### src/rtl/cpu_sequencer.sv
// Multi-cycle control sequencer for the 16-bit CPU: fetch/decode/execute strobes, halt,
// memory-wait timeout and retired-instruction count. Optional single-step: SEQ_SINGLE_STEP_EN.
module cpu_sequencer #(
  parameter int MEM_TIMEOUT = 64,
  parameter int CNT_W       = 16
) (
  input  logic             clk,
  input  logic             Reset,
  input  logic [15:0]      mem_rdata,
  input  logic             mem_ready,
  input  logic             halt_req,
`ifdef SEQ_SINGLE_STEP_EN
  input  logic             step_mode,
  input  logic             step,
`endif
  output logic [15:0]      ir,
  output logic             ir_load,
  output logic             mem_rd,
  output logic             mem_wr,
  output logic             addr_sel,
  output logic             rf_we,
  output logic             wb_sel,
  output logic             psr_we,
  output logic             pc_en,
  output logic [2:0]       state,
  output logic [CNT_W-1:0] retired,
  output logic             bus_err
);

  localparam int TO_W = $clog2(MEM_TIMEOUT + 1);
  localparam logic [TO_W-1:0] TO_LAST = TO_W'(MEM_TIMEOUT - 1);

  typedef enum logic [2:0] {
    S_FETCH  = 3'd0,
    S_DECODE = 3'd1,
    S_EXEC   = 3'd2,
    S_MEM    = 3'd3,
    S_WB     = 3'd4,
    S_HALT   = 3'd5
  } state_t;

  state_t           r_state;
  state_t           w_next;
  logic [15:0]      r_ir;
  logic [CNT_W-1:0] r_retired;
  logic             r_bus_err;
  logic [TO_W-1:0]  r_tcnt;

  logic [3:0] w_opcode;
  logic [3:0] w_ext;
  logic       w_is_mem;
  logic       w_is_load;
  logic       w_is_jump;
  logic       w_is_cmp;
  logic       w_is_mov;
  logic       w_halt_at_retire;
  logic       w_leave_halt;
  logic       w_timeout;
  logic       w_ir_load;
  logic       w_mem_rd;
  logic       w_mem_wr;
  logic       w_addr_sel;
  logic       w_rf_we;
  logic       w_wb_sel;
  logic       w_psr_we;
  logic       w_pc_en;

  // Instruction classification straight from the latched IR.
  assign w_opcode  = r_ir[15:12];
  assign w_ext     = r_ir[7:4];
  assign w_is_mem  = (w_opcode == 4'h4) && ((w_ext == 4'h0) || (w_ext == 4'h4));
  assign w_is_load = (w_ext == 4'h0);
  assign w_is_jump = ((w_opcode == 4'h4) && !w_is_mem) || (w_opcode == 4'hC);
  assign w_is_cmp  = ((w_opcode == 4'h0) && (w_ext == 4'hB)) || (w_opcode == 4'hB);
  assign w_is_mov  = ((w_opcode == 4'h0) && (w_ext == 4'hD)) || (w_opcode == 4'hD);

`ifdef SEQ_SINGLE_STEP_EN
  assign w_halt_at_retire = halt_req | step_mode;
  assign w_leave_halt     = !r_bus_err && (step || (!halt_req && !step_mode));
`else
  assign w_halt_at_retire = halt_req;
  assign w_leave_halt     = !r_bus_err && !halt_req;
`endif

  always_comb begin
    // NOTE: every output of this block gets a default before the case so no path can infer a latch.
    w_next     = r_state;
    w_timeout  = 1'b0;
    w_ir_load  = 1'b0;
    w_mem_rd   = 1'b0;
    w_mem_wr   = 1'b0;
    w_addr_sel = 1'b0;
    w_rf_we    = 1'b0;
    w_wb_sel   = 1'b0;
    w_psr_we   = 1'b0;
    w_pc_en    = 1'b0;
    case (r_state)
      S_FETCH: begin
        w_mem_rd = 1'b1;
        if (mem_ready) begin
          w_ir_load = 1'b1;
          w_next    = S_DECODE;
        end else if (r_tcnt == TO_LAST) begin
          w_timeout = 1'b1;
          w_next    = S_HALT;
        end
      end
      S_DECODE: w_next = S_EXEC;
      S_EXEC: begin
        if (w_is_mem) begin
          w_next = S_MEM;
        end else begin
          w_pc_en = 1'b1;
          if (w_is_cmp) begin
            w_psr_we = 1'b1;
          end else if (w_is_mov) begin
            w_rf_we = 1'b1;
          end else if (!w_is_jump) begin
            w_rf_we  = 1'b1;
            w_psr_we = 1'b1;
          end
        end
      end
      S_MEM: begin
        w_addr_sel = 1'b1;
        w_mem_rd   = w_is_load;
        w_mem_wr   = !w_is_load;
        if (mem_ready) begin
          if (w_is_load) w_next  = S_WB;
          else           w_pc_en = 1'b1;
        end else if (r_tcnt == TO_LAST) begin
          w_timeout = 1'b1;
          w_next    = S_HALT;
        end
      end
      S_WB: begin
        w_rf_we  = 1'b1;
        w_wb_sel = 1'b1;
        w_pc_en  = 1'b1;
      end
      S_HALT: if (w_leave_halt) w_next = S_FETCH;
      default: w_next = S_FETCH;
    endcase
    // Retire is the single point where halt is sampled.
    if (w_pc_en) w_next = w_halt_at_retire ? S_HALT : S_FETCH;
  end

  always_ff @(posedge clk) begin
    // NOTE: reset is synchronous, so it is the first branch and overrides any in-flight access.
    if (!Reset) begin
      r_state   <= S_FETCH;
      r_ir      <= '0;
      r_retired <= '0;
      r_bus_err <= 1'b0;
      r_tcnt    <= '0;
    end else begin
      // NOTE: state registers use non-blocking assignment so all of them update from pre-edge values.
      r_state <= w_next;
      if (w_ir_load) r_ir      <= mem_rdata;
      if (w_pc_en)   r_retired <= r_retired + CNT_W'(1);
      if (w_timeout) r_bus_err <= 1'b1;
      if (w_next != r_state)
        r_tcnt <= '0;
      else if (((r_state == S_FETCH) || (r_state == S_MEM)) && !mem_ready)
        r_tcnt <= r_tcnt + TO_W'(1);
    end
  end

  // Strobes are suppressed while Reset is low so nothing leaks out of the reset cycle.
  assign ir_load  = w_ir_load  & Reset;
  assign mem_rd   = w_mem_rd   & Reset;
  assign mem_wr   = w_mem_wr   & Reset;
  assign addr_sel = w_addr_sel & Reset;
  assign rf_we    = w_rf_we    & Reset;
  assign wb_sel   = w_wb_sel   & Reset;
  assign psr_we   = w_psr_we   & Reset;
  assign pc_en    = w_pc_en    & Reset;
  assign ir       = r_ir;
  assign state    = r_state;
  assign retired  = r_retired;
  assign bus_err  = r_bus_err;

endmodule

### config.mk
export PLATFORM = sky130hd
export DESIGN_NAME = cpu_sequencer
export DESIGN_NICKNAME = d
export VERILOG_FILES = /design/src/rtl/cpu_sequencer.sv
export SDC_FILE = /design/constraint.sdc
export NUM_CORES = 1
export LEC_CHECK = 0
export ABC_AREA = 1
export ABC_CLOCK_PERIOD_IN_PS = 1500
export CAP_MARGIN = 10
export CORE_UTILIZATION = 43
export DETAILED_ROUTE_END_ITERATION = 10
export PLACE_DENSITY = 0.74
export SLEW_MARGIN = 20
export SYNTH_ARGS = -nofsm -noshare
export SYNTH_HDL_FRONTEND = slang
export SYNTH_SLANG_ARGS = --single-unit
### constraint.sdc
create_clock -name clk -period 1.5 [get_ports clk]
set_input_delay 0.225 -clock clk [delete_from_list [all_inputs] [get_ports clk]]
set_output_delay 0.225 -clock clk [all_outputs]
set_load 0.005 [all_outputs]
Word-level counts from Yosys, hierarchy flattened

Cells that the tools add are included.

Flip-flop bits (word level): 43
Input bits: 20
Output and inout port bits: 44
Word-level logic and storage cells: 82

Add/sub/neg operators: 2
Eq/ne operators: 14
Muxes and demuxes: 31
Bitwise logic cells: 9
Reduce and logical (&&, ||, !) cells: 21

Operators with widths:

| operator                | count |
|---|---|
| $mux W3                 | 8 |
| $eq A4 B4 Y1 const B    | 5 |
| $mux W1                 | 19 |
| $pmux W3 S6             | 1 |
| $add A16 B1 Y16 const B | 1 |
| $and A1 B1 Y1           | 8 |
| $eq A4 B3 Y1 const B    | 2 |
| $logic_not A4 Y1        | 2 |
| $add A7 B1 Y7 const B   | 1 |
| $eq A7 B6 Y1 const B    | 1 |
| $eq A3 B2 Y1 const B    | 2 |
| $eq A3 B3 Y1 const B    | 2 |
| $logic_and A1 B1 Y1     | 6 |
| $logic_not A1 Y1        | 5 |
| $logic_or A1 B1 Y1      | 5 |
| $pmux W1 S2             | 2 |
| $reduce_or A2 Y1        | 2 |
| $eq A3 B1 Y1 const B    | 1 |
| $logic_not A3 Y1        | 1 |
| $ne A3 B3 Y1            | 1 |
| $pmux W1 S3             | 1 |
| $not A1 Y1              | 1 |

Depth between registers and ports, before layout

Gate-level depths: netlist (run 1).

Depth after elaboration: 12
Gate-level depth with buffers: 13
Depth with buffers taken out: 13

Least setup slack after synthesis (run 1)

Ideal clock, no wire load.

Path kind: reg2out
Start point: register r_state[0], in the netlist state[0]
End point: output port ir_load
Data arrival time: 1.258 ns
Required time: 1.275 ns
Slack: 0.017 ns
Stages on the path, launching flop included: 8
Path buffers: 2
Path through: dfxtp_1 buf_6 nor2_2 nand2_1 nor2_2 inv_1 buf_2 nor2_1

Cells in the longest elaborated chain, start to end: 3

Ends and longest elaborated chain:

| element                | line | text |
|---|---|---|
| from (decl)            | 42   | `state_t r_state;` |
| from (signal assigned) | 158  | `r_state <= w_next;` |
| $logic_not A3 Y1       | 97   | `case (r_state)` |
| $mux W1                | 97   |  |
| $and A1 B1 Y1          | 170  | `assign ir_load = w_ir_load & Reset;` |
| to (decl)              | 17   | `output logic ir_load,` |

No other way between the ends.

Worst setup path after layout (run 1)

Start point: register r_tcnt[0]
End point: register r_tcnt[6]

Cells in the longest elaborated chain, start to end: 7
Elaborated cells on any way between the ends: 9
Those cells by class: add/sub: 1; eq/ne: 2; mux: 5; reduce/logical: 1

Ends and longest elaborated chain:

| element                           | line     | text |
|---|---|---|
| from (decl)                       | 47       | `logic [TO_W-1:0] r_tcnt;` |
| from (signal assigned)            | 165      | `r_tcnt <= r_tcnt + TO_W'(1);` |
| $eq A7 B6 Y1                      | 103, 131 |  |
| $mux W3                           | 103, 131 |  |
| $mux W3, on equally long branches | 128, 100 |  |
| $pmux W3 S6                       | 97       |  |
| $mux W3                           | 145      | `if (w_pc_en) w_next = w_halt_at_retire ? S_HALT : S_FETCH;` |
| $ne A3 B3 Y1                      | 162      | `if (w_next != r_state)` |
| $reduce_or A2 Y1 (no source line) | n/a      |  |

Parallel ways exist; a longest one is shown, timed or not.
A chain may end at the register's enable or synchronous reset.

==> results of run 1 <==
## cell type report
| type | count | area [um^2] | area share |
|---|---|---|---|
| clock buffers | 5 | 68.82 | 0.01754 |
| clock inverters | 3 | 67.56 | 0.01722 |
| multi-input cells | 227 | 1371 | 0.3496 |
| well taps | 67 | 83.83 | 0.02137 |
| flip-flops and latches | 43 | 897.1 | 0.2287 |
| repair buffers | 145 | 1269 | 0.3234 |
| inverters | 43 | 165.2 | 0.04211 |
## layout by cell type (no fill, tap or decap), types with 13 or more instances in the layout
cell,instances
a21oi_1,22
buf_4,65
buf_6,16
clkdlybuf4s50_1,42
dfxtp_1,24
dfxtp_2,14
inv_1,31
nand2_1,33
nand3_1,13
nor2_1,49
o21ai_0,20
## critical path, stage by stage (launching register included)
cell and delay [ps]:
dfxtp_1 340, ha_1 190, inv_1 80, nor2_1 160, nand3_2 130, nand3_1 90
nand2_1 60, nand2_1 150, inv_1 70, nand3_1 70, nand2_1 90, nor2_1 120
nand2_2 140, nor2_2 120
## synthesized netlist by cell type, types with 3 or more instances
cell / n
a21oi_1: 25
buf_2: 4
dfxtp_1: 43
inv_1: 38
inv_2: 4
nand2_1: 47
nand2_2: 3
nand3_1: 18
nand3_2: 3
nand4_1: 7
nor2_1: 61
nor2_2: 7
nor3_1: 8
o21ai_0: 24
xor2_1: 8
## metrics by stage
step             util  power, mW  cell area [um^2]  TNS, ps  std cells
5_1_grt        0.8143      6.525              3923    -9862        533
6_report       0.8143      6.208              3923    -6064        533
4_1_cts        0.7875      5.796              3794    -3552        528
3_3_place_gp   0.7008      4.099              3376   -13550        512
3_5_place_dp   0.7008      4.148              3376   -15330        512
2_1_floorplan       -      2.621              2186        0        321
## power groups by stage
stage	clock (mW)	combinational, mW	sequential (mW)
floorplan	0	1.07	1.55
global placement	0	2.58	1.51
detailed placement	0	2.63	1.52
CTS	1.09	3.15	1.56
global route	1.14	3.77	1.61
finish	1.08	3.53	1.59
## worst min path at each step
stage / start / end / slack, ps / depth (start not counted)
2_1_floorplan: mem_rdata[0] / ir[0] / 360 / 2
3_3_place_gp: retired[4] / retired[4] / 460 / 2
3_5_place_dp: retired[4] / retired[4] / 460 / 2
5_1_grt: retired[4] / retired[4] / 500 / 2
4_1_cts: retired[4] / retired[4] / 480 / 2
6_report: retired[10] / retired[10] / 460 / 1
## flip-flops by register name (all words and copies together), names as in the netlist
name / flops
bus_err: 1
state: 3
retired: 16
ir: 16
r_tcnt: 7
## routing by layer
| layer | vias to the layer above | part of all wire | global-route usage |
|---|---|---|---|
| met5 | - | 0 | 0 |
| met3 | 25 | 0.049 | 0.05761 |
| met1 | 1339 | 0.40 | 0.3296 |
| met2 | 104 | 0.52 | 0.5391 |
| met4 | 0 | 0.030 | 0.1068 |
| li1 | 1322 | - | - |
## what timing repair did
item | 4_1_cts | 5_1_grt
buffers inserted | 10 | 5
gates cloned | 0 | 0
pin swaps | 25 | 17
endpoints found under the setup margin | 46 | 48
hold buffers | 0 | 0
resized for setup | 125 | 35
## cell families (layout without fill, tap and decap cells)
| group | count (synthesis) | in the layout | synth area share |
|---|---|---|---|
| fa+ha+maj | 2 | 2 | 0.01145 |
| mux | 1 | 1 | 0.004579 |
| xor+xnor | 9 | 9 | 0.03606 |
| buf+inv | 51 | 196 | 0.09330 |
| compound gates | 57 | 57 | 0.1391 |
| simple gates | 158 | 158 | 0.3217 |
| flops | 43 | 43 | 0.3938 |
==> results.md, run 1 <==
* Hold slack at 463.4 ps
* First-pass GRT wire length at 12.07 mm
* Status: finished, violations left
* Flop pwr share at 0.257
* Worst slack at placement at -559.7 ps
* H-tree Lvls at 2
* Die area at approximately 0.0054 mm^2
* Worst setup EP type: flop
* Synth async-reset ratio at 0
* RSZ-0062 raised after global routing: true
* Comb pwr share at 0.569
* Vias in the first global route at 2651
* Sw Ratio at 0.3782
* Net Switching at between 2 and 2.5 mW
* Leading area contributor after synthesis: dfxtp_1
* Fin. Hold Viols at 0
* Crit path max fanout at 7
* Internal at 3.861 mW
* Final Wtd Congestion at approximately 0.85
* DRT antenna net count at 0
* Tot GR Track Use at 0.2914
* Rel. slew slack at 0.8337
* Netlist Area Pre-Place at 0.002186 mm^2
* Ys Warns at 0
* Fmax at ~0.53 GHz
* Net Count, Synth at between 300 and 400
* Final setup fails at 38
* Reg clk slew, reported paths at roughly 80 ps
* Antenna violations before repair at 0
* Final Skew at approximately 2.6 ps
* CTS tree: done
* Reg2reg setup slack at -380 ps
* Layout cells sized above 1 at 0.3927
* Final-stage net count at slightly below 500
* RR Startpoint: r_tcnt[0]
* GR Overflow Total at 0
* DRC at 0
* Reg-to-reg endpoint: r_tcnt[6]
* LEAKAGE at ~1.8 nW
* Fill cells at 310
* Core area at between 0.004 and 0.005 mm^2
* Crit path launch: r_tcnt[0]
* Largest net degree at the start of global routing at 25
* Synth unique cells at 33
* Critical Path End: r_tcnt[6]
* CTS Buf Count at 5
* Die W at between 70 and 80 um
* Antenna Cells at 0
* Drt wl/cell at between 15 and 20 um
* Placement Rows at 25
* Failing checks: negative setup slack
* Max VDD drop at 0.9115 mV
* Clock power share at 0.175
* Leading post-synthesis cells by cell area: dfxtp_1 39%, nor2_1 10%, nand2_1 8.1%, inv_1 6.5%, a21oi_1 5.7%
* Detailed Route Iter0 Violations at about 220
* Arrival time worst endpoint at about 2100 ps
* Vias at ~2.8k
* Worst skew pair latency at between 200 and 300 ps
* Avg Cell Area, Syn at a little under 7 um^2
* TritonRoute pass-1 iters at 4
* Worst hold path class: flop to flop
* Number of synthesized flops with an enable pin at 0
* Worst R2R Path Depth at 13
* Tmin final at 1881 ps
* Top Ports at 64
* Worst Setup Start Kind: flop
* Slew Limit Fails at 0
* WS Path Type: flop to flop
* PnR worst setup slack at -381.0 ps
* Yosys reg bits at 43
* Post-synthesis sequential area ratio at 0.3938
* Top_reg_cell synth: dfxtp_1
* Pwr per Cell Area at around 1600 mW/mm^2
* P&R area growth vs syn at 79.45%
* Initial Utilization at 0.4538
* Via density at between 5 and 6
* Maxcap violations at 0
* Syn Inst Count at between 300 and 400
* Crit share post-route at 1.254
* I/O Buffers at 63
* Num Clock Sinks at 43
* Clock Tree Buf Depth at 2
* Total wire length at between 8 and 9 mm
* Area fraction of the dominant cell type after synthesis at 0.3938
* Root buf cell: clkbuf_8
* Worst-Margin Slew at between 200 and 250 ps
* DP Wirelength at ~4.8 mm
* Die Y at between 70 and 80 um
* Worst endpoint required time at approximately 1700 ps
(Power assumes the default switching activity.)
==> run 2, diff against run 1 <==
GPL_TIMING_DRIVEN = 0   (was unset)
REMOVE_ABC_BUFFERS = 1   (was unset)
==> run 2 against run 1 <==
- the run still ends with negative setup slack left
- die area unchanged
- hold slack worse by 170 ps
- clock power down 13%
- routed wire length down 6.0%
- design area down 8.8%
- total power down 8.1%
- register-to-register slack better by 20 ps
- via count down 8.5%
- clock-buffer cell count up 1
- critical path type is now flop to output port
- critical endpoint is now rf_we
==> results.md, run 2 (same netlist as run 1, synthesis figures left out) <==
* Rel. slew slack at 0.7956 (-0.03810)
* Maxcap violations at 0 (unchanged)
* I/O Buffers at 63 (unchanged)
* Most common cell after layout, fill and taps aside: clkdlybuf4s50_1
* PnR worst setup slack at -398.8 ps (-17.82 ps)
* Status: finished, violations left
* Final setup fails at 34 (-11%)
* Top Ports at 64 (unchanged)
* Vias in the first global route at 2328 (-12%)
* Worst setup EP type: output port
* Antenna Cells at 0 (unchanged)
* Via density at 5.277 (+0.81%)
* Comb pwr share at 0.545 (-0.024)
* Tmin final at 1899 ps (+17.82 ps)
* Arrival time worst endpoint at 1670 ps (-450 ps)
* DP Wirelength at 3.926 mm (-18%)
* Die area at 0.005372 mm^2 (unchanged)
* CP Cell Sequence: nor2_4 > nand2_4 > a22oi_2 > o2111ai_2 > a21oi_1 > buf_2
* Setup TNS Final at -5630 ps (+433.6 ps)
* Worst hold path class: primary input to flop
* Cell count after placement at 443 (-13%)
* Vias at 2554 (-8.5%)
* Met1 Resource Use GR at 0.3195 (-0.01019)
* RSZ-0062 raised after global routing: true
* P&R area growth vs syn at 63.59%
* TritonRoute pass-1 iters at 4 (unchanged)
* Hold slack at 293.9 ps (-169.5 ps)
* Clock power share at 0.166 (-0.009)
* Worst skew pair latency at 300 ps (about the same)
* Reg clk slew, reported paths at 90 ps (about the same)
* Antenna violations before repair at 0 (unchanged)
* Die W at 73.30 um (unchanged)
* Met2 Track Usage GR at 0.4630 (-0.07613)
* Internal at 3.366 mW (-13%)
* Fin. Hold Viols at 0 (unchanged)
* Commonest cells after routing, fill and taps aside: 48 x clkdlybuf4s50_1, 44 x nor2_1, 33 x inv_1, 32 x nand2_1, 24 x o21ai_0
* Net Switching at 2.339 mW (-0.36%)
* CTS Buf Count at 5 (unchanged)
* Pwr per Cell Area at 1595 mW/mm^2 (+0.80%)
* Initial Utilization at 0.4538 (unchanged)
* Clock Tree Buf Depth at 2 (unchanged)
* GR Overflow Total at 0 (unchanged)
* Root buf cell: clkbuf_8
* Fin cells at 484 (-9.2%)
* Worst Setup Start Kind: flop
* Tot GR Track Use at 0.2665 (-0.02493)
* LEAKAGE at 1.500 nW (-16%)
* Fmax at 0.5267 GHz (-0.94%)
* Core area at 0.004817 mm^2 (unchanged)
* Slew Limit Fails at 0 (unchanged)
* Sw Ratio at 0.4100 (+0.03187)
* Met3 Use GR at 0.04664 (-0.01097)
* Die Y at 73.30 um (unchanged)
* DRC at 0 (unchanged)
* GRT Max-Usage Layer: met2
* Final Wtd Congestion at 0.8400 (-1.1%)
* DRT antenna net count at 0 (unchanged)
* First-pass GRT wire length at 10.94 mm (-9.4%)
* CP peak stage delay at 370 ps (+30 ps)
* H-tree Lvls at 2 (unchanged)
* Total wire length at 7.519 mm (-6.0%)
* Layout cells sized above 1 at 0.3381 (-0.05457)
* CTS tree: done
* Flop pwr share at 0.289 (+0.032)
* Worst-Margin Slew at 305.2 ps (+56.65 ps)
* Crit share post-route at 1.266 (+0.01188)
* Largest net degree at the start of global routing at 29 (+16%)
* Max VDD drop at 1.023 mV (+12%)
* Crit path max fanout at 4 (-3)
* Final Skew at 9.640 ps (+6.992 ps)
* Final-stage net count at 438 (-10%)
* WS Path Type: flop to output port
* Num Clock Sinks at 43 (unchanged)
* Failing checks: negative setup slack
* Detailed Route Iter0 Violations at 189 (-13%)
* Drt wl/cell at 15.54 um (+3.5%)
* Critical-path top delay cell: dfxtp_4
* Worst slack at placement at -1798 ps (-1238 ps)
* Worst endpoint required time at 1270 ps (-470 ps)
* Placement Rows at 25 (unchanged)
==> run 2: changes by cell type in the layout (fill, tap and decap cells not counted), moves of 3 or more <==
| cell | previous run | this run |
|---|---|---|
| dlygate4sd2_1 | 10 | 5 |
| buf_4 | 65 | 20 |
| nand2_4 | 5 | 8 |
| inv_2 | 10 | 6 |
| nor2_4 | 11 | 14 |
| nor2_1 | 49 | 44 |
| buf_6 | 16 | 10 |
| nand2_2 | 12 | 9 |
| clkdlybuf4s50_1 | 42 | 48 |
| o21ai_1 | 5 | 1 |
| o21ai_0 | 20 | 24 |
==> run 2: stage by stage <==
step | util | power (mW) | instance area [um^2]
finish | 0.7423 | 5.705 | 3576
global route | 0.7423 | 5.972 | 3576
CTS | 0.7055 | 5.155 | 3398
detailed placement | 0.5932 | 3.333 | 2858
global placement | 0.5932 | 3.312 | 2858
floorplan | - | 2.564 | 2143
==> run 2: area by class of cell <==
class	count	area [um^2]
repair buffers	94	874.6
flip-flops and latches	43	900.9
clock inverters	2	35.03
fillers	370	1241
inverters	43	175.2
clock buffers	6	82.58
repair inverters	2	15.01
multi-input cells	227	1409
well taps	67	83.83
==> run 2: per-layer routing <==
metal | up-vias | wire [um]
li1 | 1228 | -
met1 | 1209 | 2964
met2 | 90 | 3895
met5 | - | 0
met3 | 27 | 384
met4 | 0 | 274
==> run 2: power groups by stage <==
| stage | clock [mW] | sequential (mW) | combinational, mW |
|---|---|---|---|
| after floorplan | 0 | 1.56 | 1.00 |
| after detailed placement | 0 | 1.58 | 1.75 |
| final | 0.945 | 1.65 | 3.11 |
| after global placement | 0 | 1.58 | 1.73 |
| after CTS | 0.954 | 1.61 | 2.60 |
| after global routing | 1.01 | 1.67 | 3.29 |
==> run 2: timing repair <==
item / CTS / global route
endpoints found under the hold margin: 0 / 0
cloned: 2 / 0
endpoints found under the setup margin: 54 / 55
gates resized for setup: 113 / 51
hold buffers: 0 / 0
buffers inserted: 25 / 7
pin swaps: 26 / 21
==> run 2: worst paths after layout <==
kind	startpoint	endpoint	slack [ps]	cells past startpoint
setup / recovery	ir[4]	rf_we	-400	6
hold / removal	Reset	retired[14]	290	3
setup reg to reg	ir[4]	r_tcnt[1]	-360	12
hold reg to reg	retired[10]	retired[10]	460	1
==> run 2: critical path: cells and delay by family (launching register included) <==
kind / cells / cell delay (ps)
DFF: 1 / 370
and+or+nand+nor: 2 / 300
AOI/OAI and AO/OA: 3 / 560
buffers and inverters: 1 / 140
